<file path="config.mk">
export PLATFORM = sky130hd
export DESIGN_NAME = i2s_fifo_dma
export DESIGN_NICKNAME = d
export VERILOG_FILES = /design/src/rtl/i2s_fifo_dma.sv
export SDC_FILE = /design/constraint.sdc
export NUM_CORES = 1
export LEC_CHECK = 0
export CELL_PAD_IN_SITES_DETAIL_PLACEMENT = 1
export CELL_PAD_IN_SITES_GLOBAL_PLACEMENT = 2
export CORE_UTILIZATION = 34
export CTS_CLUSTER_DIAMETER = 60
export DETAILED_ROUTE_END_ITERATION = 8
export PLACE_DENSITY_LB_ADDON = 0.1
export SYNTH_ARGS = -nofsm -noshare
export SYNTH_HDL_FRONTEND = slang
export SYNTH_SLANG_ARGS = --single-unit
</file>
<file path="constraint.sdc">
create_clock -name HCLK -period 4.5 [get_ports HCLK]
set_input_delay 1.35 -clock HCLK [delete_from_list [all_inputs] [get_ports HCLK]]
set_output_delay 1.35 -clock HCLK [all_outputs]
set_load 0.03 [all_outputs]
</file>
<file path="src/rtl/i2s_fifo_dma.sv">
// i2s_fifo_dma: moves one BURST of words from the I2S FIFO data register into
// a ring buffer in system memory for every FIFO-full (or software) trigger.
// Configuration and status are reached through an AHB-Lite slave port, and the
// copy itself is done as single-word read/write pairs on an AHB-Lite master port.
module i2s_fifo_dma #(
    parameter int BURST = 16,
    parameter int LENW  = 16
) (
    input  logic        HCLK,
    input  logic        HRESETn,
    input  logic        S_HSEL,
    input  logic [31:0] S_HADDR,
    input  logic [1:0]  S_HTRANS,
    input  logic        S_HWRITE,
    input  logic [2:0]  S_HSIZE,
    input  logic [31:0] S_HWDATA,
    input  logic        S_HREADY,
    output logic [31:0] S_HRDATA,
    output logic        S_HREADYOUT,
    output logic [31:0] M_HADDR,
    output logic [1:0]  M_HTRANS,
    output logic        M_HWRITE,
    output logic [2:0]  M_HSIZE,
    output logic [31:0] M_HWDATA,
    input  logic [31:0] M_HRDATA,
    input  logic        M_HREADY,
    input  logic        M_HRESP,
    input  logic        trig,
    output logic        IRQ
);
    localparam int CW = $clog2(BURST + 1);
    localparam logic [1:0] HT_IDLE   = 2'b00;
    localparam logic [1:0] HT_NONSEQ = 2'b10;

    typedef enum logic [2:0] {S_IDLE, S_RADDR, S_RDATA, S_WADDR, S_WDATA} state_t;

    // Slave address phase
    logic [7:0]      r_s_addr;
    logic            r_s_wr;
    // Configuration / status
    logic            r_en, r_circ, r_swtrig;
    logic [2:0]      r_ie;
    logic [31:0]     r_src, r_dst;
    logic [LENW-1:0] r_len, r_idx;
    logic            r_half, r_done, r_ovr, r_err;
    // Master side
    state_t          r_state;
    logic [CW-1:0]   r_cnt;
    logic [31:0]     r_hold, r_haddr;
    logic [1:0]      r_htrans;
    logic            r_hwrite;
    logic            r_irq;

    logic            w_wr_ctrl, w_wr_src, w_wr_dst, w_wr_len, w_wr_stat;
    logic            w_busy, w_trig_any, w_hit_half, w_hit_len, w_en_after;
    logic [LENW-1:0] w_idx_inc;
    logic [CW-1:0]   w_cnt_dec;
    logic [31:0]     w_waddr;
    logic            w_unused;

    assign w_wr_ctrl  = r_s_wr && (r_s_addr == 8'h00);
    assign w_wr_src   = r_s_wr && (r_s_addr == 8'h04);
    assign w_wr_dst   = r_s_wr && (r_s_addr == 8'h08);
    assign w_wr_len   = r_s_wr && (r_s_addr == 8'h0C);
    assign w_wr_stat  = r_s_wr && (r_s_addr == 8'h10);

    assign w_busy     = (r_state != S_IDLE);
    assign w_trig_any = trig | r_swtrig;
    assign w_idx_inc  = r_idx + LENW'(1);
    assign w_hit_half = (w_idx_inc == (r_len >> 1));
    assign w_hit_len  = (w_idx_inc == r_len);
    assign w_cnt_dec  = r_cnt - CW'(1);
    assign w_waddr    = r_dst + {{(30-LENW){1'b0}}, r_idx, 2'b00};
    // EN as it will stand after this edge: a CPU write or a one-shot ring wrap may drop it
    assign w_en_after = (w_wr_ctrl ? S_HWDATA[0] : r_en) & ~(w_hit_len & ~r_circ);

    assign S_HREADYOUT = 1'b1;
    assign M_HSIZE     = 3'b010;
    assign M_HADDR     = r_haddr;
    assign M_HTRANS    = r_htrans;
    assign M_HWRITE    = r_hwrite;
    assign M_HWDATA    = r_hold;
    assign IRQ         = r_irq;
    assign w_unused    = &{1'b0, S_HADDR[31:8], S_HTRANS[0], S_HSIZE};

    // Register the slave address phase whenever the bus is ready
    always_ff @(posedge HCLK or negedge HRESETn) begin
        if (!HRESETn) begin
            r_s_addr <= '0;
            r_s_wr   <= 1'b0;
        end else if (S_HREADY) begin
            r_s_addr <= S_HADDR[7:0];
            r_s_wr   <= S_HSEL & S_HTRANS[1] & S_HWRITE;
        end
    end

    // CPU-only configuration registers; SWTRIG is a one-cycle pulse
    always_ff @(posedge HCLK or negedge HRESETn) begin
        if (!HRESETn) begin
            r_circ   <= 1'b0;
            r_ie     <= '0;
            r_swtrig <= 1'b0;
            r_src    <= '0;
            r_dst    <= '0;
            r_len    <= '0;
        end else begin
            r_swtrig <= w_wr_ctrl & S_HWDATA[2];
            if (w_wr_ctrl) begin
                r_circ <= S_HWDATA[1];
                r_ie   <= S_HWDATA[6:4];
            end
            if (w_wr_src) r_src <= S_HWDATA;
            if (w_wr_dst) r_dst <= {S_HWDATA[31:2], 2'b00};
            if (w_wr_len) r_len <= S_HWDATA[LENW-1:0];
        end
    end

    // Transfer sequencer plus the registers it shares with the CPU (EN, flags, IDX);
    // hardware set events are assigned after CPU writes so they take priority
    always_ff @(posedge HCLK or negedge HRESETn) begin
        if (!HRESETn) begin
            r_state  <= S_IDLE;
            r_en     <= 1'b0;
            r_half   <= 1'b0;
            r_done   <= 1'b0;
            r_ovr    <= 1'b0;
            r_err    <= 1'b0;
            r_idx    <= '0;
            r_cnt    <= '0;
            r_hold   <= '0;
            r_haddr  <= '0;
            r_htrans <= HT_IDLE;
            r_hwrite <= 1'b0;
            r_irq    <= 1'b0;
        end else begin
            if (w_wr_ctrl) r_en <= S_HWDATA[0];
            if (w_wr_stat) begin
                r_half <= r_half & ~S_HWDATA[1];
                r_done <= r_done & ~S_HWDATA[2];
                r_ovr  <= r_ovr  & ~S_HWDATA[3];
                r_err  <= r_err  & ~S_HWDATA[4];
            end
            if (w_trig_any && w_busy) r_ovr <= 1'b1;
            case (r_state)
                S_IDLE: begin
                    if (w_trig_any && r_en && (r_len != '0)) begin
                        r_state  <= S_RADDR;
                        r_cnt    <= CW'(BURST);
                        r_haddr  <= r_src;
                        r_htrans <= HT_NONSEQ;
                        r_hwrite <= 1'b0;
                    end
                end
                S_RADDR: begin
                    if (M_HREADY) begin
                        r_state  <= S_RDATA;
                        r_htrans <= HT_IDLE;
                    end
                end
                S_RDATA: begin
                    if (M_HREADY) begin
                        if (M_HRESP) begin
                            r_err   <= 1'b1;
                            r_en    <= 1'b0;
                            r_state <= S_IDLE;
                        end else begin
                            r_hold   <= M_HRDATA;
                            r_state  <= S_WADDR;
                            r_haddr  <= w_waddr;
                            r_htrans <= HT_NONSEQ;
                            r_hwrite <= 1'b1;
                        end
                    end
                end
                S_WADDR: begin
                    if (M_HREADY) begin
                        r_state  <= S_WDATA;
                        r_htrans <= HT_IDLE;
                    end
                end
                S_WDATA: begin
                    if (M_HREADY) begin
                        if (M_HRESP) begin
                            r_err    <= 1'b1;
                            r_en     <= 1'b0;
                            r_state  <= S_IDLE;
                            r_hwrite <= 1'b0;
                        end else begin
                            if (w_hit_half) r_half <= 1'b1;
                            if (w_hit_len) begin
                                r_idx  <= '0;
                                r_done <= 1'b1;
                                if (!r_circ) r_en <= 1'b0;
                            end else begin
                                r_idx <= w_idx_inc;
                            end
                            r_cnt <= w_cnt_dec;
                            if ((w_cnt_dec != '0) && w_en_after) begin
                                r_state  <= S_RADDR;
                                r_haddr  <= r_src;
                                r_htrans <= HT_NONSEQ;
                                r_hwrite <= 1'b0;
                            end else begin
                                r_state  <= S_IDLE;
                                r_hwrite <= 1'b0;
                            end
                        end
                    end
                end
                default: r_state <= S_IDLE;
            endcase
            // Moving the ring restarts it from word 0
            if (w_wr_dst || w_wr_len) r_idx <= '0;
            r_irq <= (|({r_ovr, r_done, r_half} & r_ie)) | r_err;
        end
    end

    // Slave read data, decoded from the registered address
    always_comb begin
        S_HRDATA = 32'hBADD_BEEF;
        case (r_s_addr)
            8'h00: S_HRDATA = {25'b0, r_ie, 2'b00, r_circ, r_en};
            8'h04: S_HRDATA = r_src;
            8'h08: S_HRDATA = r_dst;
            8'h0C: S_HRDATA = {{(32-LENW){1'b0}}, r_len};
            8'h10: S_HRDATA = {27'b0, r_err, r_ovr, r_done, r_half, w_busy};
            8'h14: S_HRDATA = {{(32-LENW){1'b0}}, r_idx};
            default: S_HRDATA = 32'hBADD_BEEF;
        endcase
    end
endmodule

</file>
=== Word-level counts from Yosys, hierarchy flattened ===
Index checks and enable logic that the tools add are counted.

* Register bits: 189
* Bits in latches: 0
* RAM bits: 0
* ROM bits: 0
* Bits of input ports: 109
* Memories kept: 0

* Add/subtract/negate cells: 3
* Multipliers: 0
* Div/mod/pow operators: 0
* Magnitude comparators: 0
* Eq/ne operators: 21
* Shifts and indexed selects: 0
* Multiplexer cells: 63
* Bitwise operators: 19
* Reduce and logical (&&, ||, !) cells: 31

{| class="wikitable"
|+ Operators by type and width
! kind !! number
|-
| two-way mux 32 bit || 6
|-
| one-hot mux 32 bit (6 select lines) || 1
|-
| one-hot mux 32 bit (3 select lines) || 1
|-
| two-way mux 16 bit || 5
|-
| adder 32 x 18 -> 32 bit || 1
|-
| two-way mux 1 bit || 29
|-
| adder 16 x 1 -> 16 bit, second input constant || 1
|-
| == test 16 x 15 -> 1 bit || 1
|-
| == test 16 bit || 1
|-
| == test 8 x 4 -> 1 bit, second input constant || 2
|-
| == test 8 x 5 -> 1 bit, second input constant || 2
|-
| two-way mux 2 bit || 8
|-
| != test 2 bit, second input constant || 8
|-
| nonzero test 16 bit || 1
|-
| two-way mux 3 bit || 5
|-
| two-way mux 5 bit || 3
|-
| one-hot mux 3 bit (5 select lines) || 1
|-
| one-hot mux 5 bit (2 select lines) || 1
|-
| AND reduction 5 bit || 2
|-
| bitwise AND 1 bit || 9
|-
| logical AND 1 bit || 9
|-
| == test 8 x 3 -> 1 bit, second input constant || 1
|-
| zero test 8 bit || 1
|-
| one-hot mux 2 bit (4 select lines) || 1
|-
| other kinds (22) || 37
|}

=== Logic depth before layout (Yosys ltp) ===
* Depth after elaboration: 10
* Mapped depth: 12

=== Least setup slack after synthesis ===
No wires, ideal clock.

* Kind: register -> output
* From: reg r_s_addr[2]
* To: out S_HRDATA[14]
* Data arrival time: 2,334 ps
* Data required time: 3,150 ps
* Setup slack: 816 ps
* Cell stages (with the launch flop): 6
* Path buffers: 3
* Cells stage by stage: dfrtp_1 > buf_1 > clkbuf_1 > buf_1 > mux2i_1 > o21ai_0

* Cells in the longest elaborated chain, start to end: 2
* Elaborated cells on any way between the ends: 7
* Classes of those cells: eq/ne (5); mux (1); reduce/logical (1)

{| class="wikitable"
|+ RTL lines
! what !! line !! RTL
|-
| from (decl) || 38 || <nowiki>logic [7:0] r_s_addr;</nowiki>
|-
| from (signal assigned) || 92 || <nowiki>r_s_addr <= S_HADDR[7:0];</nowiki>
|-
| == test 8 x 5 -> 1 bit (tied with other cells) || 221 || <nowiki>case (r_s_addr)</nowiki>
|-
| one-hot mux 32 bit (6 select lines) (*) || 221 ||
|-
| to (decl) || 18 || <nowiki>output logic [31:0] S_HRDATA,</nowiki>
|}

Mark *: on every way between the ends. The rest lies on a longest branch, timed or not.

=== Worst setup path after layout ===
* From: reg r_s_addr[5]
* To: out S_HRDATA[31]

The elaborated chain is that of the path after synthesis.

==> impl_metrics.toml <==
[power]
comb_power_share_pct = 42.3
peakVddDrop_mv = 0.308
p_int_mw = 4.44
sequentialPowerShare_pct = 34.3
power_density_nw_per_um2 = 504
power.total_mw = 7.00
p_sw_mw = 2.56
clockPowerShare_pct = 23.4
leakagePower_nw = 5.96
switching_share_pct = 36.6

[sta]
max_freq_mhz = 242
slew_headroom_pct = 37.6
slew_viol_final = 0
finalCriticalPeriod_ns = 4.13
final.setup.tns_ns = 0
fin_ws_ns = 0.367
fin_crit_sh_pct = 91.8
max_slew.worst_pin.slew_ns = 0.936
skew_ns = 0.0134
hold_violations = 0
rsz0062_at_grt = "no"
setup_viol = 0

[worst_setup_path]
cp_max_fo = 17
crit_type = "register to output port"
crit_arrival_ns = 2.78
critPathRequiredTime_ns = 3.15
start_kind = "register"
crit_path_end_kind = "output port"
rrSetupSlack_ns = 0.67

[synth]
synth_seq_cells = 188
syn-cell-area_um2 = 10900
synth_edf_count = 0
yosysWarnings = 0
ys_top_cells_by_area = "dfrtp_1 (43%), mux2_2 (13%), mux2_4 (3.4%), o21ai_0 (3.2%), nand2_1 (3.2%)"
yosysSeqAreaShare_pct = 43.0
ys_types = 72
async_reset_ff_share_pct = 100
synth_top_cell_by_area = "dfrtp_1"
netlist_instances = 1030
synth.avg_cell_area_um2 = 10.6
synth_ff_type = "dfrtp_1"
yosysTopAreaCellShare_pct = 43.0

[global_routing]
grt_first_pass_wirelength_um = 54700
grt_usage_pct = 21.9
grt_overflow = 0
grt_max_degree = 90
antenna_found_initial = 0
grt_pass1_vias = 9113

[hold_path]
hp-class = "register to register"

[clocking]
cts_buffer_depth = 2
cts_resized = 0
cts_tree = "built"
cts.sinks = 188
cts_root_buf = "clkbuf_16"
cts_setup_buffers = 0
ctsHoldBuffers = 0
cts_buffers = 17
clock_latency_ns = 0.46
clkTransAtPathRegs_ns = 0.07
cts.htree.levels = 4

[route]
ant_nets = 0
via_per_inst = 5.43
vias = 8721
wire_per_inst_um = 21.7
drtIter0Drc = 412
drt_wl_total_um = 34800
drc = 0
first_pass_iters = 4

[placed_design]
pre_cts_slack_ns = 0.651
placedInstanceArea_um2 = 13300
gp_congestion = 0.808
hpwl_um = 24800
io_buffers = 179

[floorplan]
die_w_um = 181
start_util_pct = 34.6
die_h_um = 181
rows = 65
coreArea_um2 = 31600
dieArea_um2 = 32900
boundaryPins = 213

[final_layout]
num_antenna_cells = 0
multi_input_area_um2 = 5770
regArea_um2 = 4700
fillers = 3478
final_cell_area_um2 = 13900
layout.nets = 1323
drive_gt1_share_pct = 22.8
final_common_cell = "dfrtp_1"
syn2layout_area_growth_pct = 27.0
final_cell_mix = "dfrtp_1 (188), clkdlybuf4s50_1 (146), mux2_2 (124)"

[run_status]
status = "finished clean"

[run]
cap_violations = 0
## critical path, stage by stage (launching register included)
cell,delay [ns]
dfrtp_1,0.40
or4_1,0.57
nor3_1,0.16
buf_4,0.16
nand2_1,0.08
nor2_1,0.33
buf_12,0.22
a221o_1,0.26
buf_12,0.14
## metal layers
metal	vias up	share of wire [%]	global-route usage (%)
met5	-	0	0
met4	0	1.6	6.03
met3	32	4.1	3.93
met2	187	46	34.5
met1	4425	48	30.7
li1	4077	-	-
## layout make-up
type                       count  area share [%]
tap                          402            3.62
inverter                      26           0.702
clock buffer                  19            3.19
sequential                   188            33.9
multi-input combinational    746            41.5
timing repair buffer         215            15.9
clock inverter                10            1.19
## kinds of logic (layout without fill, tap and decap cells)
kind of cell	Yosys count	in the layout	synth area share [%]
muxes	172	172	18.4
other	2	5	0.0687
buffers and inverters	99	270	4.42
DFF	188	188	43.0
and+or+nand+nor	268	268	12.8
adders and majority gates	20	20	2.36
AOI/OAI and AO/OA	225	225	14.0
xor gates and xnor gates	56	56	4.93
## power by group through the flow
| stage | combinational [mW] | sequential, mW | clock [mW] |
|---|---|---|---|
| after floorplan | 1.40 | 2.94 | 0 |
| after global placement | 2.96 | 2.42 | 0 |
| after detailed placement | 2.99 | 2.43 | 0 |
| after CTS | 3.00 | 2.40 | 1.68 |
| after global routing | 3.17 | 2.46 | 1.75 |
| final | 2.96 | 2.40 | 1.64 |
## through the flow
step | hold WS (ns) | instances | util (%)
after floorplan | 0.461 | 1033 | -
after global placement | 0.489 | 1577 | 42.0
after detailed placement | 0.494 | 1577 | 42.0
after CTS | 0.511 | 1606 | 43.9
after global routing | 0.516 | 1606 | 43.9
final | 0.505 | 1606 | 43.9
## sequential cells by signal, indices dropped and copies added (netlist names), 3 cells and up
signal    count
r_ie          3
r_cnt         5
r_len        16
r_idx        16
M_HADDR      32
r_state       3
r_src        32
r_dst        30
r_s_addr      8
M_HWDATA     32
## synth_stat cells (9+ instances only)
| master | n |
|---|---|
| a21o_1 | 12 |
| a21oi_1 | 32 |
| a221o_1 | 18 |
| a22o_1 | 15 |
| a31oi_1 | 17 |
| buf_1 | 9 |
| buf_2 | 10 |
| buf_4 | 9 |
| clkbuf_1 | 39 |
| dfrtp_1 | 188 |
| ha_1 | 19 |
| inv_1 | 26 |
| mux2_2 | 124 |
| mux2_4 | 25 |
| mux2i_1 | 22 |
| nand2_1 | 93 |
| nand3_1 | 15 |
| nand4_1 | 11 |
| nor2_1 | 51 |
| nor3_1 | 14 |
| nor4_1 | 20 |
| o211ai_1 | 13 |
| o21ai_0 | 71 |
| xnor2_1 | 35 |
| xor2_1 | 17 |
## worst paths after layout
path / start / end / cells after the start
min reg2reg: M_HWDATA[15]$_DFFE_PN0P_ / M_HWDATA[15]$_DFFE_PN0P_ / 1
max: r_s_addr[5]$_DFFE_PN0P_ / S_HRDATA[31] / 8
max in group asynchronous: HRESETn / M_HWDATA[31]$_DFFE_PN0P_ / 2
min in group asynchronous: HRESETn / M_HADDR[13]$_DFFE_PN0P_ / 1
max reg2reg: r_idx[4]$_DFFE_PN0P_ / M_HADDR[30]$_DFFE_PN0P_ / 9
min: M_HWDATA[15]$_DFFE_PN0P_ / M_HWDATA[15]$_DFFE_PN0P_ / 1
Note: power is estimated with default switching activity, not from simulation.
